<file path="config.mk">
export PLATFORM = sky130hd
export DESIGN_NAME = boa_uart_tx_arbiter
export DESIGN_NICKNAME = d
export VERILOG_FILES = /design/src/rtl/boa_uart_tx_arbiter.sv
export SDC_FILE = /design/constraint.sdc
export NUM_CORES = 1
export LEC_CHECK = 0
export ABC_AREA = 1
export BUFFER_PORTS_ARGS = -buffer_cell sky130_fd_sc_hd__buf_4
export CORE_MARGIN = 3
export CORE_UTILIZATION = 47
export DETAILED_ROUTE_END_ITERATION = 10
export PLACE_DENSITY_LB_ADDON = 0.2
export SETUP_SLACK_MARGIN = 0.05
export SYNTH_ARGS = -nofsm -noshare
export SYNTH_HDL_FRONTEND = slang
export SYNTH_HIERARCHICAL = 1
export SYNTH_SLANG_ARGS = --single-unit
</file>
<file path="constraint.sdc">
create_clock -name clk -period 2.4 [get_ports clk]
set_input_delay 0.24 -clock clk [delete_from_list [all_inputs] [get_ports clk]]
set_output_delay 0.24 -clock clk [all_outputs]
set_load 0.01 [all_outputs]
</file>
<file path="src/rtl/boa_uart_tx_arbiter.sv">
// Round-robin arbiter that shares one UART TX byte stream between NREQ requesters.
// A grant is held for a whole message: until a byte flagged last, or an idle timeout.

module boa_uart_tx_arbiter_lane (
  input  logic       sel,
  input  logic       open,
  input  logic       valid,
  input  logic       last,
  input  logic [7:0] data,
  output logic       ready,
  output logic       acc,
  output logic [7:0] acc_data,
  output logic       acc_last
);
  assign ready    = sel & open;
  assign acc      = ready & valid;
  assign acc_data = acc ? data : 8'h00;
  assign acc_last = acc & last;
endmodule

module boa_uart_tx_arbiter #(
  parameter int          NREQ     = 4,
  parameter int          TIMEOUT  = 1024,
  parameter int          TAG_EN   = 0,
  parameter logic [7:0]  TAG_BASE = 8'h80,
  localparam int         IW       = $clog2(NREQ)
) (
  input  logic              clk,
  input  logic              rst,
  input  logic [NREQ-1:0]   req_valid,
  input  logic [8*NREQ-1:0] req_data,
  input  logic [NREQ-1:0]   req_last,
  output logic [NREQ-1:0]   req_ready,
  output logic              out_valid,
  output logic [7:0]        out_data,
  input  logic              out_ready,
  output logic [IW-1:0]     grant_id,
  output logic              busy,
  output logic              timeout_evt
);
  localparam int CW = (TIMEOUT > 0) ? $clog2(TIMEOUT + 1) : 1;
  localparam logic [CW-1:0] TO_LAST = (TIMEOUT > 0) ? CW'(TIMEOUT - 1) : '0;

  typedef enum logic [1:0] {IDLE, TAG, DATA} state_t;

  state_t          state;
  logic [IW-1:0]   rr_ptr;
  logic [CW-1:0]   idle_cnt;
  logic            slot_free, open, owner_valid;
  logic [NREQ-1:0] lane_acc, lane_last;
  logic [NREQ-1:0][7:0] lane_data;
  logic            any_acc, acc_last;
  logic [7:0]      acc_byte, tag_byte;
  logic            found;
  logic [IW-1:0]   pick, rr_nxt;

  assign slot_free   = !out_valid || out_ready;
  assign open        = (state == DATA) && slot_free;
  assign owner_valid = req_valid[grant_id];
  assign busy        = (state != IDLE);
  assign tag_byte    = TAG_BASE + 8'(grant_id);

  for (genvar i = 0; i < NREQ; i++) begin : g_lane
    boa_uart_tx_arbiter_lane u_lane (
      .sel      (grant_id == IW'(i)),
      .open     (open),
      .valid    (req_valid[i]),
      .last     (req_last[i]),
      .data     (req_data[8*i +: 8]),
      .ready    (req_ready[i]),
      .acc      (lane_acc[i]),
      .acc_data (lane_data[i]),
      .acc_last (lane_last[i])
    );
  end

  // At most one lane is open, so an OR across lanes acts as the owner mux.
  always_comb begin
    any_acc  = 1'b0;
    acc_last = 1'b0;
    acc_byte = 8'h00;
    for (int i = 0; i < NREQ; i++) begin
      any_acc  = any_acc | lane_acc[i];
      acc_last = acc_last | lane_last[i];
      acc_byte = acc_byte | lane_data[i];
    end
  end

  // Scan from the far end so the requester closest to rr_ptr wins.
  always_comb begin
    int idx;
    found = 1'b0;
    pick  = rr_ptr;
    for (int k = NREQ - 1; k >= 0; k--) begin
      idx = int'(rr_ptr) + k;
      if (idx >= NREQ) idx = idx - NREQ;
      if (req_valid[idx]) begin
        found = 1'b1;
        pick  = idx[IW-1:0];
      end
    end
    rr_nxt = (int'(pick) == NREQ - 1) ? '0 : pick + 1'b1;
  end

  always_ff @(posedge clk) begin
    if (rst) begin
      state       <= IDLE;
      out_valid   <= 1'b0;
      out_data    <= 8'h00;
      grant_id    <= '0;
      rr_ptr      <= '0;
      idle_cnt    <= '0;
      timeout_evt <= 1'b0;
    end else begin
      timeout_evt <= 1'b0;
      if (any_acc) begin
        out_valid <= 1'b1;
        out_data  <= acc_byte;
      end else if (state == TAG && slot_free) begin
        out_valid <= 1'b1;
        out_data  <= tag_byte;
      end else if (out_ready) begin
        out_valid <= 1'b0;
      end

      case (state)
        IDLE: if (found) begin
          grant_id <= pick;
          rr_ptr   <= rr_nxt;
          idle_cnt <= '0;
          state    <= (TAG_EN != 0) ? TAG : DATA;
        end
        TAG: if (slot_free) state <= DATA;
        DATA: begin
          if (any_acc) begin
            idle_cnt <= '0;
            if (acc_last) state <= IDLE;
          end else if (!owner_valid) begin
            // Stalled output with a valid byte is not idle; only a silent owner is.
            if (TIMEOUT != 0 && idle_cnt == TO_LAST) begin
              state       <= IDLE;
              timeout_evt <= 1'b1;
              idle_cnt    <= '0;
            end else if (idle_cnt != '1) begin
              idle_cnt <= idle_cnt + 1'b1;
            end
          end
        end
        default: state <= IDLE;
      endcase
    end
  end
endmodule
</file>
Word-level counts from Yosys, hierarchy flattened
Index checks and enable logic that the tools add are counted.

Output and inout bits: 17. RAM bits: 0. Memories: 0. Bits in read-only memories: 0. Latch bits: 0. Register bits: 27. Input port bits: 43.

Divide/modulo/power cells: 0. Reduce and logical (&&, ||, !) cells: 14. Shifts and indexed selects: 0. Eq/ne operators: 14. Bitwise operators: 22. Multiply operators: 0. Magnitude comparators: 9. Multiplexer cells: 50. Add/sub/neg operators: 10.

Operators with widths (number): < comparator 32 x 4 -> 1 bit, second input constant (4); two-way mux 32 bit (4); two-way mux 11 bit (5); two-way mux 8 bit (6); bitwise OR 8 bit (3); two-way mux 2 bit (11); case mux 11 bit (2 select lines) (1); two-way mux 1 bit (17); bitwise AND 1 bit (12); subtractor 3 x 3 -> 4 bit, second input constant (3); adder 11 x 1 -> 11 bit, second input constant (1); equality test 11 x 10 -> 1 bit, second input constant (1); inequality test 11 bit, second input constant (1); binary-select mux 1 bit (select 2 bit) (5); >= comparator 3 bit, second input constant (3); adder 8 x 2 -> 8 bit, first input constant (1); adder 2 x 2 -> 3 bit, second input constant (2); equality test 2 x 1 -> 1 bit, second input constant (3); equality test 2 bit, second input constant (3); inequality test 3 bit, second input constant (2); bitwise OR 1 bit (6); case mux 2 bit (3 select lines) (1); nonzero test 2 bit (3); AND reduction 5 bit (1); 17 further kinds (20).

Depth between registers and ports, before layout
Gate-level depths: netlist of the first run.

Depth in word-level cells: 12. Gate-level depth with buffers: 16.

Modules after synthesis
Netlist of the first run, hierarchy kept.

By module, submodules not included: boa_uart_tx_arbiter (instances 1, area an instance 1632.8 sq um, cells each 246, sequential area each 520.5 sq um); boa_uart_tx_arbiter_lane (instances 4, area an instance 96.3 sq um, cells each 22, sequential area each 0.0 sq um).

Least setup slack after synthesis of the first run
OpenSTA, ideal clock, no wires.

Kind: reg2reg. Start point: register state[1]. End point: register idle_cnt[3]. Setup time: 0.062 ns. Clock period less this slack: 2.370 ns. Setup slack: 0.030 ns. Stages on the path, launching flop included: 16. Data required time: 2.338 ns. Arrival: 2.309 ns. Cells stage by stage: dfxtp_1 inv_2 nor2_1 nand3_4 inv_1 nor2_1 nand2_1 nor2_1 nand2_1 nand2_4 a21oi_2 buf_6 nand2_2 nand2_1 nand2_1 nor2_2.

Elaborated cells between the ends (all ways): 21.

RTL lines: start: declaration (line 46) `state_t state;`; start signal: assignment (line 131) `state <= (TAG_EN != 0) ? TAG : DATA;`; equality test 2 bit (*) (line 58) `assign open = (state == DATA) && slot_free;`; logical AND 1 bit (*) (line 58); via open (line 49) `logic slot_free, open, owner_valid;`; bitwise AND 1 bit (*) (line 15) `assign ready = sel & open;`; bitwise AND 1 bit (*) (line 16) `assign acc = ready & valid;`; via lane_acc[2] (line 50) `logic [NREQ-1:0] lane_acc, lane_last;`; bitwise OR 1 bit (*) (2 in series) (line 83) `any_acc = any_acc | lane_acc[i];`; inequality test 4 x 2 -> 1 bit (no source line), or another cell as far along; AND reduction 4 bit (no source line) / case mux 11 bit (2 select lines) (equally long branches); end signal: assignment (line 145) `idle_cnt <= idle_cnt + 1'b1;`; end: declaration (line 48) `logic [CW-1:0] idle_cnt;`.

The timed path passes the listed nets; every way through them passes the cells marked *. A chain may end at the register's enable or synchronous reset.

Worst setup path after layout of the first run
Start point: register state[1]. End point: register idle_cnt[2].

Same word-level chain as after synthesis.

==> qor.txt, run 1 <==
Cts-stage hold buffer count = 0
Leakage = 1.40 nW
Io pins = 60
Clock latency on the worst-skew pair = 0.27 ns
Worst slew margin = 68.5%
Max-Cap Viols = 0
Crit path largest cell delay = 0.41 ns
Clock buffer depth = 2
Cell taking the most area after synthesis = dfxtp_1
Fin crit share = 89.8%
CP cell instances = inv_2 > nor2_2 > buf_4 > nand3_4 > inv_1 > nor2_1 > nand2_1 > nor2_4 > nand2_1 > nand2_4 > a21oi_4 > nand3b_1 > a21oi_1
Unique masters post-synth = 32
Finished Layout Cells = 443
CTS Buf Count = 3
Worst VDD drop = 0.797 mV
Max Freq = 464 MHz
Post-Syn Nets = 378
RePlAce Congestion = 0.865
DP HPWL = 4.06 mm
Pre-antenna DRT Iters = 4
Post-synth EDFFs = 0
Rows = 23
Minimum clock period = 2.16 ns
Max FO, Critical Path = 11
Die Span X = 71.5 um
PD cells = 897 mW/mm^2
Critical path's slowest cell = dfxtp_1
Placed cells = 439
DR vias/cell = 4.98
Final hold vios = 0
Fin Clk Skew = 0.00304 ns
Crit end category = flop
Hold Path Class = input port to flop
Layout area overhead = 28.1%
Worst slew pin tran = 0.471 ns
Clk slew on worst S/H paths = 0.09 ns
Initial DRC Count = 94
Sequential element share of the synthesized area = 25.8%
Startpoint types = flop
Mapped cell area = 0.00202 sq mm
WL final = 5.04 mm
Routed via count = 2,207
DRC viols = 0
CTS tree = done
H-tree lvl count = 1
GR Util All Layers = 20.2%
Die H = 71.5 um
Core Area = 0.00406 sq mm
Gate Count Post-Synth = 334
TNS Setup = 0 ns
CP Class = flop to flop
Synth top area share = 25.8%
Aggregate global routing overflow = 0
Wirelength per Cell = 11.4 um
Post-synth ARST share = 0%
Final setup fails = 0
Arrival time of the worst setup path = 2.36 ns
Unrepaired setup endpoints after global routing = no
First-pass GRT wire length = 8.62 mm
Root Buffer Master = clkbuf_8
Share of layout cells above drive strength 1 = 27.5%
YS warnings = 6
Most used cell, CP = nand2_1
Slew Viols, Final = 0
Status = finished, final reports clean
Initial antenna violation count = 0
Filler Cell Count = 383
Final #Nets = 438
Top cells by count, synth = 71 x inv_1, 63 x nand2_1, 54 x nor2_1
Die area = 0.00512 sq mm
Synthesized area per cell = 6.04 sq um
Pin count of the biggest net entering global routing = 22
Starting density of the core = 49.7%
Top cells by area, synth = dfxtp_1 26%, inv_1 13%, nand2_1 12%
Critical Path RT = 2.61 ns
Synthesized flop and latch total = 26
Count leader, synth = inv_1
Port Buf Inserts = 59
Number of global-route vias before repair = 2,012
Primary FF master, synth = dfxtp_1
Ant. Diodes = 0
Final ANT Viol Nets = 0
CTS sink count = 26
kinds of logic (layout without fill, tap and decap cells):
group                      after synthesis  in the layout  synth area share [%]
DFF                                     26             26                  25.8
buffers and inverters                   84            143                  17.0
xor gates and xnor gates                 1              1                 0.434
AOI/OAI and AO/OA                       37             37                  10.4
adders and majority gates                1              1                 0.620
and+or+nand+nor                        185            185                  45.8
through the flow:
step	util (%)	total power [mW]	hold slack [ns]	area (sq um)	setup WS (ns)
final	63.7	2.32	0.211	2580	0.244
after global routing	63.7	2.52	0.207	2580	0.0424
after CTS	63.1	2.30	0.205	2560	0.118
after global placement	61.7	2.00	0.470	2500	0.203
after detailed placement	61.7	2.02	0.483	2500	0.129
after floorplan	-	1.61	0.448	2020	0.266
critical path, delay by kind of cell, from the launching register on:
kind                   cells  cell delay (ns)
and+or+nand+nor            8             0.82
AOI/OAI and AO/OA          2             0.45
DFF                        1             0.41
buffers and inverters      3             0.40
power by group:
part / total, mW / internal [mW] / switching (mW)
combinational: 1.40 / 0.523 / 0.872
sequential: 0.643 / 0.539 / 0.103
clock: 0.280 / 0.147 / 0.133
cell type report:
class / instances / area [sq um] / area share (%)
Multi-Input combinational cell: 224 / 1180 / 45.8
Sequential cell: 26 / 520 / 20.1
Tap cell: 50 / 62.6 / 2.42
Clock buffer: 4 / 55.1 / 2.13
Timing Repair Buffer: 61 / 458 / 17.7
Inverter: 78 / 305 / 11.8
sequential cells by signal (all words and copies together) (netlist names):
name         count
timeout_evt      1
state            1
idle_cnt        11
rr_ptr           2
grant_id         2
out_valid        1
out_data         8
what timing repair did:
action / 4_1_cts / 5_1_grt
gates resized for setup: 0 / 6
setup buffers: 0 / 0
endpoints found under the setup margin: 0 / 10
routing by layer:
metal / GRT usage (%) / up-vias / wire [um]
met3: 4.35 / 6 / 299
met4: 3.55 / 0 / 38
li1: - / 1152 / -
met5: 0 / - / 0
met1: 26.4 / 988 / 2230
met2: 34.6 / 61 / 2470
path summary, 6_finish.rpt:
path          startpoint           to  slack, ns  cells past startpoint
max             state[1]  idle_cnt[2]       0.24                     13
min                  rst  idle_cnt[9]       0.21                      2
max reg2reg     state[1]  idle_cnt[2]       0.24                     13
min reg2reg  idle_cnt[6]  idle_cnt[6]       0.49                      2
cell usage in the layout, fill, tap and decap left out, drive strengths merged:
| master | Yosys | routed |
|---|---|---|
| nand4 | 4 | 4 |
| dfxtp | 26 | 26 |
| nor4 | 10 | 10 |
| a31oi | 1 | 1 |
| ha | 1 | 1 |
| nand2 | 80 | 80 |
| o21ai | 12 | 12 |
| nor2 | 58 | 58 |
| xor2 | 1 | 1 |
| nand3 | 25 | 25 |
| o211ai | 1 | 1 |
| a211oi | 1 | 1 |
| o2111ai | 1 | 1 |
| buf | 2 | 61 |
| a21oi | 20 | 20 |
| clkinv | 1 | 1 |
| nand3b | 1 | 1 |
| nor3 | 7 | 7 |
| a31o | 1 | 1 |
| inv | 77 | 77 |
| clkbuf | 4 | 4 |
(Power assumes the default switching activity.)
==> run 2, diff against run 1 <==
==> constraint.sdc (replaced) <==
create_clock -name clk -period 2.4 [get_ports clk]
set_input_delay 0.24 -clock clk [delete_from_list [all_inputs] [get_ports clk]]
set_output_delay 0.24 -clock clk [all_outputs]
set_load 0.005 [all_outputs]
==> qor.txt, run 2 (same netlist as run 1, synthesis figures left out) <==
Final ANT Viol Nets = 0 (unchanged)
Cts-stage hold buffer count = 0 (unchanged)
Final instance area = 0.00257 sq mm (was 0.00258 sq mm)
R2R depth = 15 (was 13)
Die area = 0.00512 sq mm (unchanged)
Unrepaired setup endpoints after global routing = no (unchanged)
Ant. Diodes = 0 (unchanged)
Final hold vios = 0 (unchanged)
Critical R2R Launch = state[1] (unchanged)
Slew Viols, Final = 0 (unchanged)
Largest register FFs = 11 (unchanged)
Die Span X = 71.5 um (unchanged)
Leakage = 1.40 nW (about the same)
CTS sink count = 26 (unchanged)
Initial antenna violation count = 0 (unchanged)
Minimum clock period = 2.10 ns (was 2.16 ns)
Worst VDD drop = 0.625 mV (was 0.797 mV)
CTS Buf Count = 3 (unchanged)
Biggest register = idle_cnt (unchanged)
Final setup fails = 0 (unchanged)
First-pass GRT wire length = 8.95 mm (was 8.62 mm)
Finished Layout Cells = 443 (unchanged)
Hold Path Class = input port to flop (unchanged)
Status = finished, final reports clean (unchanged)
Share of layout cells above drive strength 1 = 27.0% (was 27.5%)
Startpoint types = flop (unchanged)
Cts repair resizes = 0 (unchanged)
DRC viols = 0 (unchanged)
Largest regs = idle_cnt (11), out_data (8) (unchanged)
Layout area overhead = 27.6% (was 28.1%)
Io pins = 60 (unchanged)
Post-CTS setup buffers = 0 (unchanged)
Number of global-route vias before repair = 2,126 (was 2,012)
Reg2reg end = idle_cnt[5] (was idle_cnt[2])
Routed via count = 2,189 (was 2,207)
Core Util, Final = 63.5% (was 63.7%)
Placed Area = 0.00250 sq mm (about the same)
RePlAce Congestion = 0.879 (was 0.865)
Wirelength per Cell = 11.3 um (was 11.4 um)
Critical Path End = idle_cnt[5] (was idle_cnt[2])
Commonest non-fill, non-tap cell in the layout = inv_1 (unchanged)
Max FO, Critical Path = 11 (unchanged)
Port Buf Inserts = 59 (unchanged)
Die H = 71.5 um (unchanged)
Tot Pwr = 2.25 mW (was 2.32 mW)
Worst slew pin tran = 0.458 ns (was 0.471 ns)
Flop-to-flop setup slack = 0.30 ns (was 0.24 ns)
Max-Cap Viols = 0 (unchanged)
Core Area = 0.00406 sq mm (unchanged)
Pin count of the biggest net entering global routing = 22 (unchanged)
DR vias/cell = 4.94 (was 4.98)
Dpl ws = 0.136 ns (was 0.129 ns)
GR Util All Layers = 21.2% (was 20.2%)
Pre-antenna DRT Iters = 4 (unchanged)
Root Buffer Master = clkbuf_8 (unchanged)
Starting density of the core = 49.7% (unchanged)
Max Freq = 475 MHz (was 464 MHz)
Min Hold Slack = 0.203 ns (was 0.211 ns)
Placed cells = 439 (unchanged)
Aggregate global routing overflow = 0 (unchanged)
CP Class = flop to flop (unchanged)
Setup WS post-layout = 0.296 ns (was 0.244 ns)
Clk slew on worst S/H paths = 0.08 ns (was 0.09 ns)
Fin Clk Skew = 0.00172 ns (was 0.00304 ns)
Clock buffer depth = 2 (unchanged)
Critical Path RT = 2.62 ns (was 2.61 ns)
DP HPWL = 3.99 mm (was 4.06 mm)
Final #Nets = 438 (unchanged)
Clock latency on the worst-skew pair = 0.27 ns (about the same)
TNS Setup = 0 ns (unchanged)
Worst slew margin = 69.4% (was 68.5%)
Initial DRC Count = 83 (was 94)
Crit. Startpoint = state[1] (unchanged)
Arrival time of the worst setup path = 2.32 ns (was 2.36 ns)
Rows = 23 (unchanged)
H-tree lvl count = 1 (unchanged)
Most frequent cells in the layout = 71 x inv_1, 62 x nand2_1, 61 x buf_4 (unchanged)
Fin crit share = 87.7% (was 89.8%)
CTS tree = done (unchanged)
WL final = 4.99 mm (was 5.04 mm)
PD cells = 876 mW/mm^2 (was 897 mW/mm^2)
Crit end category = flop (unchanged)
[run 2: cell counts in the layout (fill, tap and decap cells not counted)]
Identical to the previous run, type by type.
[run 2: final cells by class]
| class | count | area, sq um |
|---|---|---|
| Fill cell | 393 | 1480 |
| Multi-Input combinational cell | 224 | 1170 |
| Sequential cell | 26 | 520 |
| Timing Repair Buffer | 61 | 458 |
| Inverter | 78 | 305 |
| Tap cell | 50 | 62.6 |
| Clock buffer | 4 | 55.1 |
[run 2: worst max-delay path: stages (launching register included)]
cell     delay, ns
dfxtp_1       0.39
inv_2         0.11
nor2_1        0.12
buf_4         0.20
nand3_4       0.15
inv_1         0.09
nor2_1        0.04
nand2_1       0.08
nor2_2        0.06
nand2_1       0.13
nand2_4       0.08
a21oi_4       0.33
nand2_1       0.09
nand2_1       0.07
inv_1         0.04
nor2_2        0.08
[run 2: per-layer routing]
layer  track usage (%)  vias to the layer above  wire length, um
met2              36.1                       53             2440
met5                 0                        -                0
met3              4.77                        7              303
met4              6.68                        0               55
li1                  -                     1151                -
met1              26.4                      978             2200
[run 2: worst min-delay path by stage]
stage | startpoint | end | slack, ns | cells past startpoint
5_1_grt | rst | idle_cnt[1] | 0.20 | 2
3_5_place_dp | idle_cnt[6] | idle_cnt[6] | 0.47 | 2
3_3_place_gp | idle_cnt[6] | idle_cnt[6] | 0.47 | 2
2_1_floorplan | req_valid[2] | timeout_evt | 0.45 | 3
4_1_cts | rst | idle_cnt[7] | 0.20 | 2
6_report | rst | idle_cnt[7] | 0.20 | 2
[run 2: where the power goes]
| part | internal, mW | switching (mW) |
|---|---|---|
| registers | 0.539 | 0.0966 |
| logic | 0.514 | 0.823 |
| clock network | 0.147 | 0.134 |
==> run 3, diff against run 2 <==
--- a/config.mk
+++ b/config.mk
@@ -8,10 +8,9 @@
 export ABC_AREA = 1
 export BUFFER_PORTS_ARGS = -buffer_cell sky130_fd_sc_hd__buf_4
 export CORE_MARGIN = 3
-export CORE_UTILIZATION = 47
+export CORE_UTILIZATION = 52
 export DETAILED_ROUTE_END_ITERATION = 10
 export PLACE_DENSITY_LB_ADDON = 0.2
-export SETUP_SLACK_MARGIN = 0.05
 export SYNTH_ARGS = -nofsm -noshare
 export SYNTH_HDL_FRONTEND = slang
 export SYNTH_HIERARCHICAL = 1
==> constraint.sdc (replaced) <==
create_clock -name clk -period 2.2 [get_ports clk]
set_input_delay 0.22 -clock clk [delete_from_list [all_inputs] [get_ports clk]]
set_output_delay 0.22 -clock clk [all_outputs]
set_load 0.005 [all_outputs]
==> qor.txt, run 3 (same netlist as run 1, synthesis figures left out) <==
TNS Setup = 0 ns (unchanged)
Final setup fails = 0 (unchanged)
Ant. Diodes = 0 (unchanged)
Pin count of the biggest net entering global routing = 22 (unchanged)
Routed via count = 2,219 (was 2,189)
Slew Viols, Final = 0 (unchanged)
Minimum clock period = 2.01 ns (was 2.10 ns)
Sw frac = 44.9% (was 46.7%)
Worst VDD drop = 0.681 mV (was 0.625 mV)
Die H = 68.3 um (was 71.5 um)
Clk slew on worst S/H paths = 0.09 ns (was 0.08 ns)
R2R depth = 12 (was 15)
Max-Cap Viols = 0 (unchanged)
PD cells = 999 mW/mm^2 (was 876 mW/mm^2)
Worst slew pin tran = 0.443 ns (was 0.458 ns)
Largest regs = idle_cnt (11), out_data (8) (unchanged)
Min Hold Slack = 0.182 ns (was 0.203 ns)
WHS Path Cells = 2 (unchanged)
Largest register FFs = 11 (unchanged)
Fin crit share = 91.5% (was 87.7%)
Final ANT Viol Nets = 0 (unchanged)
Core Area = 0.00369 sq mm (was 0.00406 sq mm)
Final hold vios = 0 (unchanged)
Combinational fraction of design power = 58.7% (was 59.3%)
Status = finished, final reports clean (unchanged)
DP HPWL = 4.09 mm (was 3.99 mm)
Fin Clk Skew = 0.00818 ns (was 0.00172 ns)
Aggregate global routing overflow = 0 (unchanged)
Critical path's slowest cell = dfxtp_1 (unchanged)
Root Buffer Master = clkbuf_8 (unchanged)
WP buf/inv = 2 (was 4)
Io pins = 60 (unchanged)
RePlAce Congestion = 0.941 (was 0.879)
Hold Path Class = input port to flop (unchanged)
Core Util, Final = 71.9% (was 63.5%)
Number of global-route vias before repair = 2,038 (was 2,126)
Initial DRC Count = 104 (was 83)
CTS Buf Count = 3 (unchanged)
Initial antenna violation count = 0 (unchanged)
Crit path largest cell delay = 0.48 ns (was 0.39 ns)
P_sw = 1.19 mW (was 1.05 mW)
Starting density of the core = 54.7% (was 49.7%)
Power share of the clock group = 14.8% (was 12.5%)
WL final = 5.15 mm (was 4.99 mm)
Share of layout cells above drive strength 1 = 28.3% (was 27.0%)
Clock latency on the worst-skew pair = 0.27 ns (about the same)
CP cell instances = nor2_1 > nand3_4 > inv_1 > nor2_1 > nand2_1 > nor2_2 > inv_2 > nor3_4 > nand2_1 > nand2_4 > o21ai_0 > a21oi_1 (was inv_2 > nor2_1 > buf_4 > nand3_4 > inv_1 > nor2_1 > nand2_1 > nor2_2 > nand2_1 > nand2_4 > a21oi_4 > nand2_1 > nand2_1 > inv_1 > nor2_2)
Die area = 0.00466 sq mm (was 0.00512 sq mm)
Port Buf Inserts = 59 (unchanged)
Crit. path cell count = 12 (was 15)
GR Util All Layers = 23.5% (was 21.2%)
Flop pwr share = 26.5% (was 28.2%)
Worst slew margin = 70.4% (was 69.4%)
Commonest non-fill, non-tap cell in the layout = inv_1 (unchanged)
Die Span X = 68.3 um (was 71.5 um)
Final #Nets = 444 (was 438)
Startpoint types = flop (unchanged)
Biggest register = idle_cnt (unchanged)
Tot Pwr = 2.65 mW (was 2.25 mW)
Crit end category = flop (unchanged)
Rows = 22 (was 23)
CP Class = flop to flop (unchanged)
Wirelength per Cell = 11.5 um (was 11.3 um)
Arrival time of the worst setup path = 2.22 ns (was 2.32 ns)
CTS sink count = 26 (unchanged)
Max Freq = 497 MHz (was 475 MHz)
Top Family by Delay on Critical Path = simple AND/OR/NAND/NOR gates (unchanged)
Reg2reg end = idle_cnt[6] (was idle_cnt[5])
Worst hold endpoint = idle_cnt[8] (was idle_cnt[7])
Multi-input gate area = 0.00118 sq mm (was 0.00117 sq mm)
DR vias/cell = 4.96 (was 4.94)
Most frequent cells in the layout = 71 x inv_1, 66 x buf_4, 63 x nand2_1 (was 71 x inv_1, 62 x nand2_1, 61 x buf_4)
Layout area overhead = 31.5% (was 27.6%)
Clock buffer depth = 2 (unchanged)
Leakage = 1.43 nW (was 1.40 nW)
Filler Cell Count = 335 (was 393)
Pre-antenna DRT Iters = 4 (unchanged)
Critical Path RT = 2.40 ns (was 2.62 ns)
Register area = 520 sq um (unchanged)
Cts-stage hold buffer count = 0 (unchanged)
Flop-to-flop setup slack = 0.19 ns (was 0.30 ns)
H-tree lvl count = 1 (unchanged)
Max FO, Critical Path = 8 (was 11)
CTS tree = done (unchanged)
DRC viols = 0 (unchanged)
Critical R2R Launch = grant_id[0] (was state[1])
Worst hold start = rst (unchanged)
First-pass GRT wire length = 8.52 mm (was 8.95 mm)
Cell Int Power = 1.46 mW (was 1.20 mW)
## run 3: cell types whose count changed in the layout (fill, tap and decap cells not counted)
cell | previous run | this run
buf_12 | 0 | 1
buf_4 | 61 | 66
bufinv_16 | 0 | 1
clkbuf_8 | 4 | 3
nand2_1 | 62 | 63
nand2_2 | 14 | 13
nor2_1 | 53 | 51
nor2_2 | 4 | 5
nor2_4 | 1 | 2
## run 3: how the worst max path moves through the flow
stage,from,end
global route,out_valid,idle_cnt[1]
global placement,state[1],idle_cnt[5]
finish,grant_id[0],idle_cnt[6]
CTS,out_valid,idle_cnt[0]
detailed placement,state[1],idle_cnt[6]
floorplan,state[1],idle_cnt[3]
## run 3: final cells by class
| type | count | share of cell area (%) |
|---|---|---|
| multi-input cells | 224 | 44.5 |
| flip-flops and latches | 26 | 19.6 |
| repair buffers | 67 | 19.4 |
| inverters | 78 | 11.5 |
| well taps | 48 | 2.26 |
| clock buffers | 3 | 1.56 |
| clock inverters | 1 | 1.13 |
## run 3: routing by layer
metal | routed length, um | vias up | global-route usage, %
met5 | 0 | - | 0
met2 | 2550 | 62 | 41.5
met3 | 324 | 10 | 6.08
li1 | - | 1162 | -
met4 | 89 | 0 | 5.71
met1 | 2180 | 985 | 28.3
## run 3: stage by stage
| stage | setup slack [ns] | instance area [sq um] | instances |
|---|---|---|---|
| floorplan | 0.113 | 2020 | 334 |
| global placement | 0.000699 | 2540 | 442 |
| detailed placement | -0.0869 | 2540 | 442 |
| CTS | 0.0496 | 2620 | 446 |
| global route | -0.0111 | 2650 | 447 |
| finish | 0.187 | 2650 | 447 |
## run 3: timing repair
action / 4_1_cts / 5_1_grt
buffers inserted: 0 / 1
gates cloned: 0 / 0
setup endpoints to repair: 9 / 10
gates resized for setup: 1 / 4
## run 3: power by group through the flow
| stage | logic [mW] | clock network, mW | registers (mW) |
|---|---|---|---|
| after floorplan | 1.04 | 0 | 0.680 |
| after global placement | 1.45 | 0 | 0.707 |
| after detailed placement | 1.47 | 0 | 0.710 |
| after CTS | 1.49 | 0.395 | 0.701 |
| after global routing | 1.74 | 0.414 | 0.719 |
| final | 1.56 | 0.393 | 0.702 |
## run 3: worst reg2reg max path: stages (launching register included)
cell     delay (ns)
dfxtp_1        0.48
nor2_1         0.16
nand3_4        0.10
inv_1          0.04
nor2_1         0.09
nand2_1        0.08
nor2_2         0.17
inv_2          0.09
nor3_4         0.24
nand2_1        0.16
nand2_4        0.15
o21ai_0        0.08
a21oi_1        0.11
